## src/rtl/uart_tx_periph_pkg.sv

```systemverilog
// Shared definitions for the UART transmitter peripheral: register offsets, STATUS bit
// positions, bus size codes and serializer state encodings.
package uart_tx_periph_pkg;

  // Peripheral base address and word offsets within it (addr[3:2]).
  localparam logic [31:0] UART_BASE_ADDR = 32'h1000_0000;
  localparam logic [1:0]  UART_TXDATA    = 2'd0;
  localparam logic [1:0]  UART_STATUS    = 2'd1;
  localparam logic [1:0]  UART_BAUD      = 2'd2;
  localparam logic [1:0]  UART_RSVD      = 2'd3;

  localparam int STAT_FULL   = 0;
  localparam int STAT_EMPTY  = 1;
  localparam int STAT_BUSY   = 2;
  localparam int STAT_OVF    = 3;
  localparam int STAT_IRQ_EN = 4;

  // funct3 access-size codes carried on i_wb_sel.
  localparam logic [2:0] SIZE_BYTE = 3'b000;
  localparam logic [2:0] SIZE_HALF = 3'b001;
  localparam logic [2:0] SIZE_WORD = 3'b010;

  localparam logic [1:0] ST_IDLE  = 2'd0;
  localparam logic [1:0] ST_START = 2'd1;
  localparam logic [1:0] ST_DATA  = 2'd2;
  localparam logic [1:0] ST_STOP  = 2'd3;

  localparam logic [15:0] MIN_DIV = 16'd4;

  function automatic logic [15:0] clamp_div(input logic [15:0] div);
    return (div < MIN_DIV) ? MIN_DIV : div;
  endfunction

endpackage

```

## src/rtl/uart_tx_periph_sync_fifo.sv

```systemverilog
// Synchronous show-ahead FIFO with wrap-around pointers; a push while full is accepted
// when a pop happens in the same cycle.
module sync_fifo #(
  parameter int WIDTH = 8,
  parameter int DEPTH = 16
) (
  input  logic                     i_clk,
  input  logic                     i_reset,
  input  logic                     i_push,
  input  logic [WIDTH-1:0]         i_wdata,
  input  logic                     i_pop,
  output logic [WIDTH-1:0]         o_rdata,
  output logic                     o_full,
  output logic                     o_empty,
  output logic [$clog2(DEPTH):0]   o_count
);

  localparam int AW = $clog2(DEPTH);
  localparam logic [AW:0] FULL_COUNT = DEPTH[AW:0];

  logic [WIDTH-1:0] mem_q [DEPTH];
  logic [AW-1:0]    wr_ptr_q, wr_ptr_d;
  logic [AW-1:0]    rd_ptr_q, rd_ptr_d;
  logic [AW:0]      count_q, count_d;
  logic             push_ok, pop_ok;

  // NOTE: every signal assigned in always_comb gets a default first, so no path
  // leaves it unassigned and no latch is inferred.
  always_comb begin
    pop_ok   = i_pop && (count_q != '0);
    push_ok  = i_push && ((count_q != FULL_COUNT) || pop_ok);
    wr_ptr_d = wr_ptr_q;
    rd_ptr_d = rd_ptr_q;
    count_d  = count_q;
    if (push_ok) wr_ptr_d = wr_ptr_q + AW'(1);
    if (pop_ok)  rd_ptr_d = rd_ptr_q + AW'(1);
    case ({push_ok, pop_ok})
      2'b10:   count_d = count_q + (AW+1)'(1);
      2'b01:   count_d = count_q - (AW+1)'(1);
      default: count_d = count_q;
    endcase
  end

  // NOTE: state registers use non-blocking assignments so every flop samples the
  // pre-edge values regardless of block evaluation order.
  always_ff @(posedge i_clk or posedge i_reset) begin
    if (i_reset) begin
      wr_ptr_q <= '0;
      rd_ptr_q <= '0;
      count_q  <= '0;
    end else begin
      wr_ptr_q <= wr_ptr_d;
      rd_ptr_q <= rd_ptr_d;
      count_q  <= count_d;
    end
  end

  // NOTE: the storage array is deliberately not reset; the pointers and count define
  // which entries are valid, and a reset-free array maps onto plain RAM.
  always_ff @(posedge i_clk) begin
    if (push_ok) mem_q[wr_ptr_q] <= i_wdata;
  end

  assign o_rdata = mem_q[rd_ptr_q];
  assign o_full  = (count_q == FULL_COUNT);
  assign o_empty = (count_q == '0);
  assign o_count = count_q;

endmodule

```

## src/rtl/uart_tx_periph.sv

```systemverilog
// Wishbone-slave 8N1 UART transmitter with TX FIFO, STATUS and programmable baud divisor.
// Optional interrupt output and STATUS[4] enable when UART_TX_IRQ_EN is defined.
module uart_tx_periph
  import uart_tx_periph_pkg::*;
#(
  parameter int          FIFO_DEPTH  = 16,
  parameter logic [15:0] DEFAULT_DIV = 16'd868
) (
  input  logic        i_clk,
  input  logic        i_reset,
  input  logic        i_wb_stb,
  input  logic [31:0] i_wb_addr,
  input  logic [31:0] i_wb_data,
  input  logic        i_wb_we,
  input  logic [2:0]  i_wb_sel,
  output logic [31:0] o_wb_data,
  output logic        o_wb_ack,
  output logic        o_wb_stall,
  output logic        o_uart_tx
`ifdef UART_TX_IRQ_EN
  ,
  output logic        o_irq
`endif
);

  localparam int CW = $clog2(FIFO_DEPTH);

  logic        ack_q, ack_d;
  logic [31:0] rdata_q, rdata_d;
  logic [15:0] baud_q, baud_d;
  logic        ovf_q, ovf_d;
  logic [1:0]  state_q, state_d;
  logic [15:0] cnt_q, cnt_d;
  logic [2:0]  bit_idx_q, bit_idx_d;
  logic [7:0]  shift_q, shift_d;
  logic        tx_q, tx_d;
  logic        irq_en_bit;
`ifdef UART_TX_IRQ_EN
  logic        irq_en_q, irq_en_d;
  logic        irq_q, irq_d;
`endif

  logic        wr_en, rd_en, push_req;
  logic [1:0]  reg_sel;
  logic        fifo_pop, fifo_full, fifo_empty;
  logic [7:0]  fifo_rdata;
  logic [CW:0] fifo_level;
  logic [31:0] status_word;
  logic        unused_bits;

  assign wr_en    = i_wb_stb && i_wb_we;
  assign rd_en    = i_wb_stb && !i_wb_we;
  assign reg_sel  = i_wb_addr[3:2];
  assign push_req = wr_en && (reg_sel == UART_TXDATA);

  // Size code and undecoded address/data bits carry no meaning for this slave.
  assign unused_bits = ^{i_wb_addr[31:4], i_wb_addr[1:0], i_wb_data[31:16], i_wb_sel, fifo_level};

  sync_fifo #(
    .WIDTH (8),
    .DEPTH (FIFO_DEPTH)
  ) u_fifo (
    .i_clk   (i_clk),
    .i_reset (i_reset),
    .i_push  (push_req),
    .i_wdata (i_wb_data[7:0]),
    .i_pop   (fifo_pop),
    .o_rdata (fifo_rdata),
    .o_full  (fifo_full),
    .o_empty (fifo_empty),
    .o_count (fifo_level)
  );

`ifdef UART_TX_IRQ_EN
  assign irq_en_bit = irq_en_q;
`else
  assign irq_en_bit = 1'b0;
`endif

  always_comb begin
    status_word              = '0;
    status_word[STAT_FULL]   = fifo_full;
    status_word[STAT_EMPTY]  = fifo_empty;
    status_word[STAT_BUSY]   = (state_q != ST_IDLE);
    status_word[STAT_OVF]    = ovf_q;
    status_word[STAT_IRQ_EN] = irq_en_bit;
  end

  // Bus side: single-cycle ack, registered read data, register writes.
  always_comb begin
    ack_d   = i_wb_stb;
    rdata_d = '0;
    baud_d  = baud_q;
    ovf_d   = ovf_q;
`ifdef UART_TX_IRQ_EN
    irq_en_d = irq_en_q;
`endif
    if (rd_en) begin
      case (reg_sel)
        UART_STATUS: rdata_d = status_word;
        UART_BAUD:   rdata_d = {16'h0000, baud_q};
        default:     rdata_d = '0;
      endcase
    end
    if (wr_en) begin
      case (reg_sel)
        UART_STATUS: begin
          if (i_wb_data[STAT_OVF]) ovf_d = 1'b0;
`ifdef UART_TX_IRQ_EN
          irq_en_d = i_wb_data[STAT_IRQ_EN];
`endif
        end
        UART_BAUD: baud_d = clamp_div(i_wb_data[15:0]);
        default:   ;
      endcase
    end
    // A push into a full FIFO is dropped unless the serializer frees a slot this cycle.
    if (push_req && fifo_full && !fifo_pop) ovf_d = 1'b1;
  end

  // Serializer: each bit lasts baud_q clocks, latched when the bit starts, so a divisor
  // change only affects bits that begin after the write.
  always_comb begin
    state_d   = state_q;
    cnt_d     = cnt_q;
    bit_idx_d = bit_idx_q;
    shift_d   = shift_q;
    tx_d      = tx_q;
    fifo_pop  = 1'b0;
    case (state_q)
      ST_IDLE: begin
        tx_d = 1'b1;
        if (!fifo_empty) begin
          fifo_pop = 1'b1;
          shift_d  = fifo_rdata;
          cnt_d    = baud_q - 16'd1;
          state_d  = ST_START;
          tx_d     = 1'b0;
        end
      end
      ST_START: begin
        if (cnt_q == '0) begin
          state_d   = ST_DATA;
          bit_idx_d = '0;
          cnt_d     = baud_q - 16'd1;
          tx_d      = shift_q[0];
        end else begin
          cnt_d = cnt_q - 16'd1;
        end
      end
      ST_DATA: begin
        if (cnt_q == '0) begin
          cnt_d = baud_q - 16'd1;
          if (bit_idx_q == 3'd7) begin
            state_d = ST_STOP;
            tx_d    = 1'b1;
          end else begin
            bit_idx_d = bit_idx_q + 3'd1;
            shift_d   = {1'b0, shift_q[7:1]};
            tx_d      = shift_q[1];
          end
        end else begin
          cnt_d = cnt_q - 16'd1;
        end
      end
      ST_STOP: begin
        if (cnt_q == '0) begin
          if (!fifo_empty) begin
            fifo_pop = 1'b1;
            shift_d  = fifo_rdata;
            cnt_d    = baud_q - 16'd1;
            state_d  = ST_START;
            tx_d     = 1'b0;
          end else begin
            state_d = ST_IDLE;
            tx_d    = 1'b1;
          end
        end else begin
          cnt_d = cnt_q - 16'd1;
        end
      end
      default: begin
        state_d = ST_IDLE;
        tx_d    = 1'b1;
      end
    endcase
  end

`ifdef UART_TX_IRQ_EN
  always_comb begin
    irq_d = irq_en_q && ((fifo_empty && (state_q == ST_IDLE)) || ovf_q);
  end
`endif

  always_ff @(posedge i_clk or posedge i_reset) begin
    if (i_reset) begin
      ack_q     <= 1'b0;
      rdata_q   <= '0;
      baud_q    <= DEFAULT_DIV;
      ovf_q     <= 1'b0;
      state_q   <= ST_IDLE;
      cnt_q     <= '0;
      bit_idx_q <= '0;
      shift_q   <= '0;
      tx_q      <= 1'b1;
`ifdef UART_TX_IRQ_EN
      irq_en_q  <= 1'b0;
      irq_q     <= 1'b0;
`endif
    end else begin
      ack_q     <= ack_d;
      rdata_q   <= rdata_d;
      baud_q    <= baud_d;
      ovf_q     <= ovf_d;
      state_q   <= state_d;
      cnt_q     <= cnt_d;
      bit_idx_q <= bit_idx_d;
      shift_q   <= shift_d;
      tx_q      <= tx_d;
`ifdef UART_TX_IRQ_EN
      irq_en_q  <= irq_en_d;
      irq_q     <= irq_d;
`endif
    end
  end

  assign o_wb_ack   = ack_q;
  assign o_wb_data  = rdata_q;
  assign o_wb_stall = 1'b0;
  assign o_uart_tx  = tx_q;
`ifdef UART_TX_IRQ_EN
  assign o_irq      = irq_q;
`endif

endmodule

```

## config.mk

```make
export PLATFORM = sky130hd
export DESIGN_NAME = uart_tx_periph
export DESIGN_NICKNAME = d
export VERILOG_FILES = /design/src/rtl/uart_tx_periph_pkg.sv /design/src/rtl/uart_tx_periph_sync_fifo.sv /design/src/rtl/uart_tx_periph.sv
export SDC_FILE = /design/constraint.sdc
export NUM_CORES = 1
export LEC_CHECK = 0
export CORE_MARGIN = 2
export CORE_UTILIZATION = 60
export CTS_CLUSTER_SIZE = 28
export DETAILED_ROUTE_END_ITERATION = 7
export GPL_TIMING_DRIVEN = 0
export HOLD_SLACK_MARGIN = 0.06
export PLACE_DENSITY_LB_ADDON = 0.12
export SKIP_LAST_GASP = 1
export SYNTH_ARGS = -nofsm -noshare
export SYNTH_HDL_FRONTEND = slang
export SYNTH_SLANG_ARGS = --single-unit
```

## constraint.sdc

```tcl
create_clock -name i_clk -period 4.5 [get_ports i_clk]
set_input_delay 0.9 -clock i_clk [delete_from_list [all_inputs] [get_ports i_clk]]
set_output_delay 0.9 -clock i_clk [all_outputs]
set_load 0.02 [all_outputs]
```

==> reports/qor.yml, run 1 <==
outcome: "finished, final reports clean"
fin_skew_ps: 9.49
drv_cap: 0
grt_pass1_wl_um: 34400
synth_compound_area_share_pct: 9.91
viasPerCell: 5.98
drt-total-wl_um: 21800
power.density_nw_per_um2: 611
async_flop_share_pct: 37.6
crit_arrival_ps: 3970
tritoncts: "done"
yosys-mux-area-fraction_pct: 9.93
drtIter0Drc: 418
cts_root_buf: "clkbuf_16"
numClockSinks: 205
synth_top_cell_area_share_pct: 40.1
cts_resized: 0
hold_viol_final: 0
track_usage_pct: 27.0
synth-adder-area-share_pct: 2.82
port_buffers: 39
ys_warn_count: 0
area_growth_pct: 14.5
overflow: 0
rsz0062_at_grt: "no"
yosysSeqAreaShare_pct: 60.4
ir_drop_mv: 0.418
synth_top_family_by_area: "simple AND/OR/NAND/NOR gates"
crit_fanout: 10
grt_max_degree: 64
dieArea_um2: 17000
drcViolationCount: 0
synth_cell_type_count: 66
synth_common_cells: "edfxtp_1, dfrtp_1, nor2_1, o21ai_0, nand2_1"
cts_buffer_depth: 3
first_pass_iters: 5
leakage_nw: 4.17
min_period_over_period_pct: 86.1
finalMaxSlewViolations: 0
post-synth-top-count-cell: "edfxtp_1"
fp.dieW_um: 130
endpoint_kind: "flop"
synthesis.instances: 730
io_pins: 106
layout_min_cycle_time_ps: 3870
synth_simple_gate_area_share_pct: 10.0
core_um2: 15700
antenna_found_initial: 0
pre_cts_slack_ps: 518
routedWlPerCell_um: 21.0
drive_above_1_share_pct: 13.5
first_global_vias: 6335
vias: 6204
die_height_um: 130
ant_nets: 0
antenna_cells: 0
cp-start-kind: "flop"
synth_edf_count: 128
start_util_pct: 60.9
ys.flop_type: "edfxtp_1"
gp_congestion: 0.874
syn-mean-instance-area_um2: 13.1
synthTopCellsByArea: "edfxtp_1, dfrtp_1, mux4_2"
worst-setup-path-type: "flop to flop"
setup_viol: 0
slew_headroom_pct: 12.7
clock_latency_ps: 490
cts_setup_buffers: 0
layout_setup_ws_ps: 625
hold_class: "flop to flop"
syn_area_um2: 9570
fin_tns_setup_ps: 0
clkSlewWorstSetupHoldPaths_ps: 60
cts_buffers: 21
synth_seq_cells: 205
rows: 46
synth_top_area_cell: "edfxtp_1"
hold_buffers: 0
synthXorXnorAreaFrac_pct: 3.02
hpwl_um: 15200
critPathRequiredTime_ps: 4600
htreeDepth: 1
fmax_mhz: 258
nets: 901
fin_hold_ws_ps: 489
worst_slew_pin_slew_ps: 1300
cell type report:
| cell class | instances | area (um2) |
|---|---|---|
| buffer | 53 | 285 |
| clock buffer | 32 | 587 |
| clock inverter | 4 | 43.8 |
| fill | 1118 | 4750 |
| inverter | 24 | 92.6 |
| multi-input combinational | 464 | 3490 |
| sequential | 205 | 5780 |
| tap | 216 | 270 |
| timing repair buffer | 40 | 418 |
sequential cells by signal (all words and copies together) (netlist names), 3 cells and up:
register / cells
o_wb_data: 16
u_fifo.rd_ptr_q: 4
baud_q: 16
u_fifo.o_count: 5
bit_idx_q: 3
shift_q: 8
u_fifo.wr_ptr_q: 4
cnt_q: 16
u_fifo.mem_q: 128
cells by family after synthesis:
group                    after synthesis
flip-flops                           205
AND/OR/NAND/NOR                      183
AO/OA/AOI/OAI                        141
buffers and inverters                 77
multiplexers                          69
XOR/XNOR                              33
adder cells (fa/ha/maj)               21
other                                  1
worst max-delay path, cell delays in order (launching register included):
cell	delay (ps)
dfrtp_1	440
inv_1	80
ha_1	210
nor4b_4	380
nand4_1	370
nor2_1	310
o311a_1	250
buf_2	220
nand2_1	190
nor3_1	1030
layout by cell type, fill, tap and decap left out, drive strengths merged, types with 7 or more instances in the layout:
cell type      synthesis  layout
a21oi                 24      24
a221oi                16      16
a22o                   7       7
a22oi                 11      11
and2                  13      13
buf                   32      33
clkbuf                21      53
clkdlybuf4s50          0      39
conb                   1      17
dfrtp                 71      71
edfxtp               128     128
ha                    20      20
inv                   23      23
mux2                  18      18
mux2i                 32      32
mux4                  19      19
nand2                 42      42
nand3                 15      15
nor2                  53      53
nor3                  18      18
nor4                  12      12
o21ai                 43      43
xnor2                 23      23
xor2                  10      10
where the power goes:
group,internal [mW],total [mW],switching (mW)
clock,0.951,1.63,0.677
sequential,2.27,2.53,0.264
combinational,1.05,2.54,1.48
total,4.27,6.70,2.43
through the flow:
stage | utilization, % | cells | instance area, um2 | power [mW]
detailed placement | 65.7 | 1002 | 10300 | 5.08
CTS | 69.7 | 1038 | 11000 | 6.71
global placement | 65.5 | 1001 | 10300 | 4.97
floorplan | - | 746 | 9630 | 4.37
finish | 69.8 | 1038 | 11000 | 6.70
global route | 69.8 | 1038 | 11000 | 7.10
metal layers:
metal  track usage, %  part of all wire, %  vias up
li1                 -                    -     2858
met1             32.6                   38     3078
met2             48.2                   51      219
met3             4.59                  6.0       49
met4             11.5                  4.2        0
met5                0                    0        -
worst paths after layout:
| path | startpoint | to | slack, ps | cells past startpoint |
|---|---|---|---|---|
| setup / recovery | cnt_q[0]$_DFF_PP0_ | u_fifo.mem_q[3][3]$_DFFE_PP_ | 630 | 9 |
| hold / removal | shift_q[6]$_DFFE_PP0P_ | shift_q[6]$_DFFE_PP0P_ | 490 | 2 |
| setup reg to reg | cnt_q[0]$_DFF_PP0_ | u_fifo.mem_q[3][3]$_DFFE_PP_ | 630 | 9 |
| hold reg to reg | shift_q[6]$_DFFE_PP0P_ | shift_q[6]$_DFFE_PP0P_ | 490 | 2 |
| max in group asynchronous | i_reset | o_uart_tx$_DFFE_PP1P_ | 3160 | 3 |
| min in group asynchronous | i_reset | o_wb_ack$_DFF_PP0_ | 700 | 2 |
Power figures use the tool's default switching activity.
==> run 2, diff against run 1 <==
--- a/config.mk
+++ b/config.mk
@@ -16,3 +16,4 @@
 export SYNTH_ARGS = -nofsm -noshare
 export SYNTH_HDL_FRONTEND = slang
 export SYNTH_SLANG_ARGS = --single-unit
+export TNS_END_PERCENT = 50
==> results of run 2 <==
No change in the layout: final DEF, timing and power equal those of run 1.
==> run 3, diff against run 2 <==
--- a/config.mk
+++ b/config.mk
@@ -7,6 +7,7 @@
 export LEC_CHECK = 0
 export CORE_MARGIN = 2
 export CORE_UTILIZATION = 60
+export CTS_BUF_LIST = sky130_fd_sc_hd__clkbuf_4 sky130_fd_sc_hd__clkbuf_8
 export CTS_CLUSTER_SIZE = 28
 export DETAILED_ROUTE_END_ITERATION = 7
 export GPL_TIMING_DRIVEN = 0
==> run 3 against run 2 <==
Against the previous run: worst hold slack better by 1.5 ps; power hardly changed; die area stayed put; largest power group unchanged; register-to-register slack hardly changed; first-iteration DRC count is 3.8% higher; setup slack worse by 3.4 ps; sequential cell count stayed put; fmax hardly changed; clock-buffer cell count is 16 higher; critical path depth stayed put; critical endpoint unchanged; non-clock buffer count stayed put.
==> reports/qor.yml, run 3 (synthesis results as in run 1) <==
ant_nets: 0
fin_hold_ws_ps: 490
setup_viol: 0
clkSlewWorstSetupHoldPaths_ps: 60
drive_above_1_share_pct: 16.3
min_period_over_period_pct: 86.2
grtUsageMet1_pct: 32.5
grt_max_degree: 64
pre_cts_slack_ps: 518
leakage_nw: 4.22
grt_pass1_wl_um: 34400
first_global_vias: 6453
drcViolationCount: 0
drv_cap: 0
finalMaxSlewViolations: 0
fill_cells: 1138
numClockSinks: 205
layout_setup_ws_ps: 622
worst-setup-path-type: "flop to flop"
antenna_found_initial: 0
io_pins: 106
largest_register_ffs: 128
crit_arrival_ps: 4010
antenna_cells: 0
tritoncts: "done"
rsz0062_at_grt: "no"
layout.cells.non_filler: 1065
dieArea_um2: 17000
drt-total-wl_um: 21800
hold_buffers: 0
fin_skew_ps: 15.9
design_area_um2: 11000
viasPerCell: 5.88
fin_tns_setup_ps: 0
endpoint_kind: "flop"
fmax_mhz: 258
total_power_mw: 6.71
first_pass_iters: 5
cp-start-kind: "flop"
worst_slew_pin_slew_ps: 1310
slew_headroom_pct: 11.9
cp_cell_sequence: "inv_1, ha_1, nor4b_4, nand4_1, nor2_1, o311a_1, buf_2, nand2_1, nor3_1"
final_cell_mix: "edfxtp_1, dfrtp_1, nor2_1, o21ai_0, nand2_1"
rows: 46
die_height_um: 130
cts_buffer_depth: 3
area_growth_pct: 15.0
core_um2: 15700
utilization_pct: 70.1
track_usage_pct: 27.2
nets: 915
layout_min_cycle_time_ps: 3880
cp_top_family: "simple AND/OR/NAND/NOR gates"
power.density_nw_per_um2: 609
hpwl_um: 15200
cts_buffers: 35
postPlaceCellArea_um2: 10300
drtIter0Drc: 434
fp.dieW_um: 130
hold_viol_final: 0
gp_congestion: 0.874
cpPeakStageDelay_ps: 990
ir_drop_mv: 0.323
met3_usage_pct: 5.82
mostFrequentLayoutCell: "edfxtp_1"
crit_fanout: 10
path_buf_inv: 2
clock_latency_ps: 520
hold_class: "flop to flop"
dp_cells: 1002
cts_setup_buffers: 0
critical_path.slowest_cell: "nor3_1"
vias: 6267
htreeDepth: 2
cts_resized: 0
critPathRequiredTime_ps: 4630
routedWlPerCell_um: 20.5
cts_root_buf: "clkbuf_8"
outcome: "finished, final reports clean"
port_buffers: 39
largest-register: "u_fifo.mem_q"
top_usage_layer: "met2"
overflow: 0
use_met2_pct: 47.1
start_util_pct: 60.9
[run 3: worst register-to-register path: cells and delay by family (launching register included)]
kind | cells | cell delay, ps
AO/OA/AOI/OAI | 1 | 250
flip-flops | 1 | 440
AND/OR/NAND/NOR | 5 | 2280
buffers and inverters | 2 | 310
adder cells (fa/ha/maj) | 1 | 210
[run 3: path summary, 6_finish.rpt]
kind,start,end,slack (ps),cells after the start
worst max register to register,cnt_q[0]$_DFF_PP0_,u_fifo.mem_q[3][3]$_DFFE_PP_,620,9
max in group asynchronous,i_reset,o_uart_tx$_DFFE_PP1P_,3190,3
worst min register to register,shift_q[6]$_DFFE_PP0P_,shift_q[6]$_DFFE_PP0P_,490,2
worst min-delay path,shift_q[6]$_DFFE_PP0P_,shift_q[6]$_DFFE_PP0P_,490,2
worst max-delay path,cnt_q[0]$_DFF_PP0_,u_fifo.mem_q[3][3]$_DFFE_PP_,620,9
min in group asynchronous,i_reset,o_wb_data[3]$_DFF_PP0_,670,2
[run 3: layer usage]
metal / up-vias / wire length [um]
met5: - / 0
met4: 0 / 972
met1: 3100 / 8590
li1: 2894 / -
met3: 61 / 1290
met2: 212 / 10900
[run 3: final cells by class]
class / instances / area (um2) / share of cell area [%]
flip-flops and latches: 205 / 5780 / 52.5
clock inverters: 15 / 93.8 / 0.852
repair buffers: 40 / 418 / 3.80
inverters: 24 / 92.6 / 0.841
plain buffers: 53 / 285 / 2.59
multi-input cells: 464 / 3490 / 31.7
well taps: 216 / 270 / 2.45
clock buffers: 48 / 586 / 5.32
[run 3: report_power, final]
group / switching [mW] / internal [mW]
Clock: 0.727 / 0.902
Sequential: 0.266 / 2.27
Combinational: 1.49 / 1.06
Total: 2.48 / 4.23
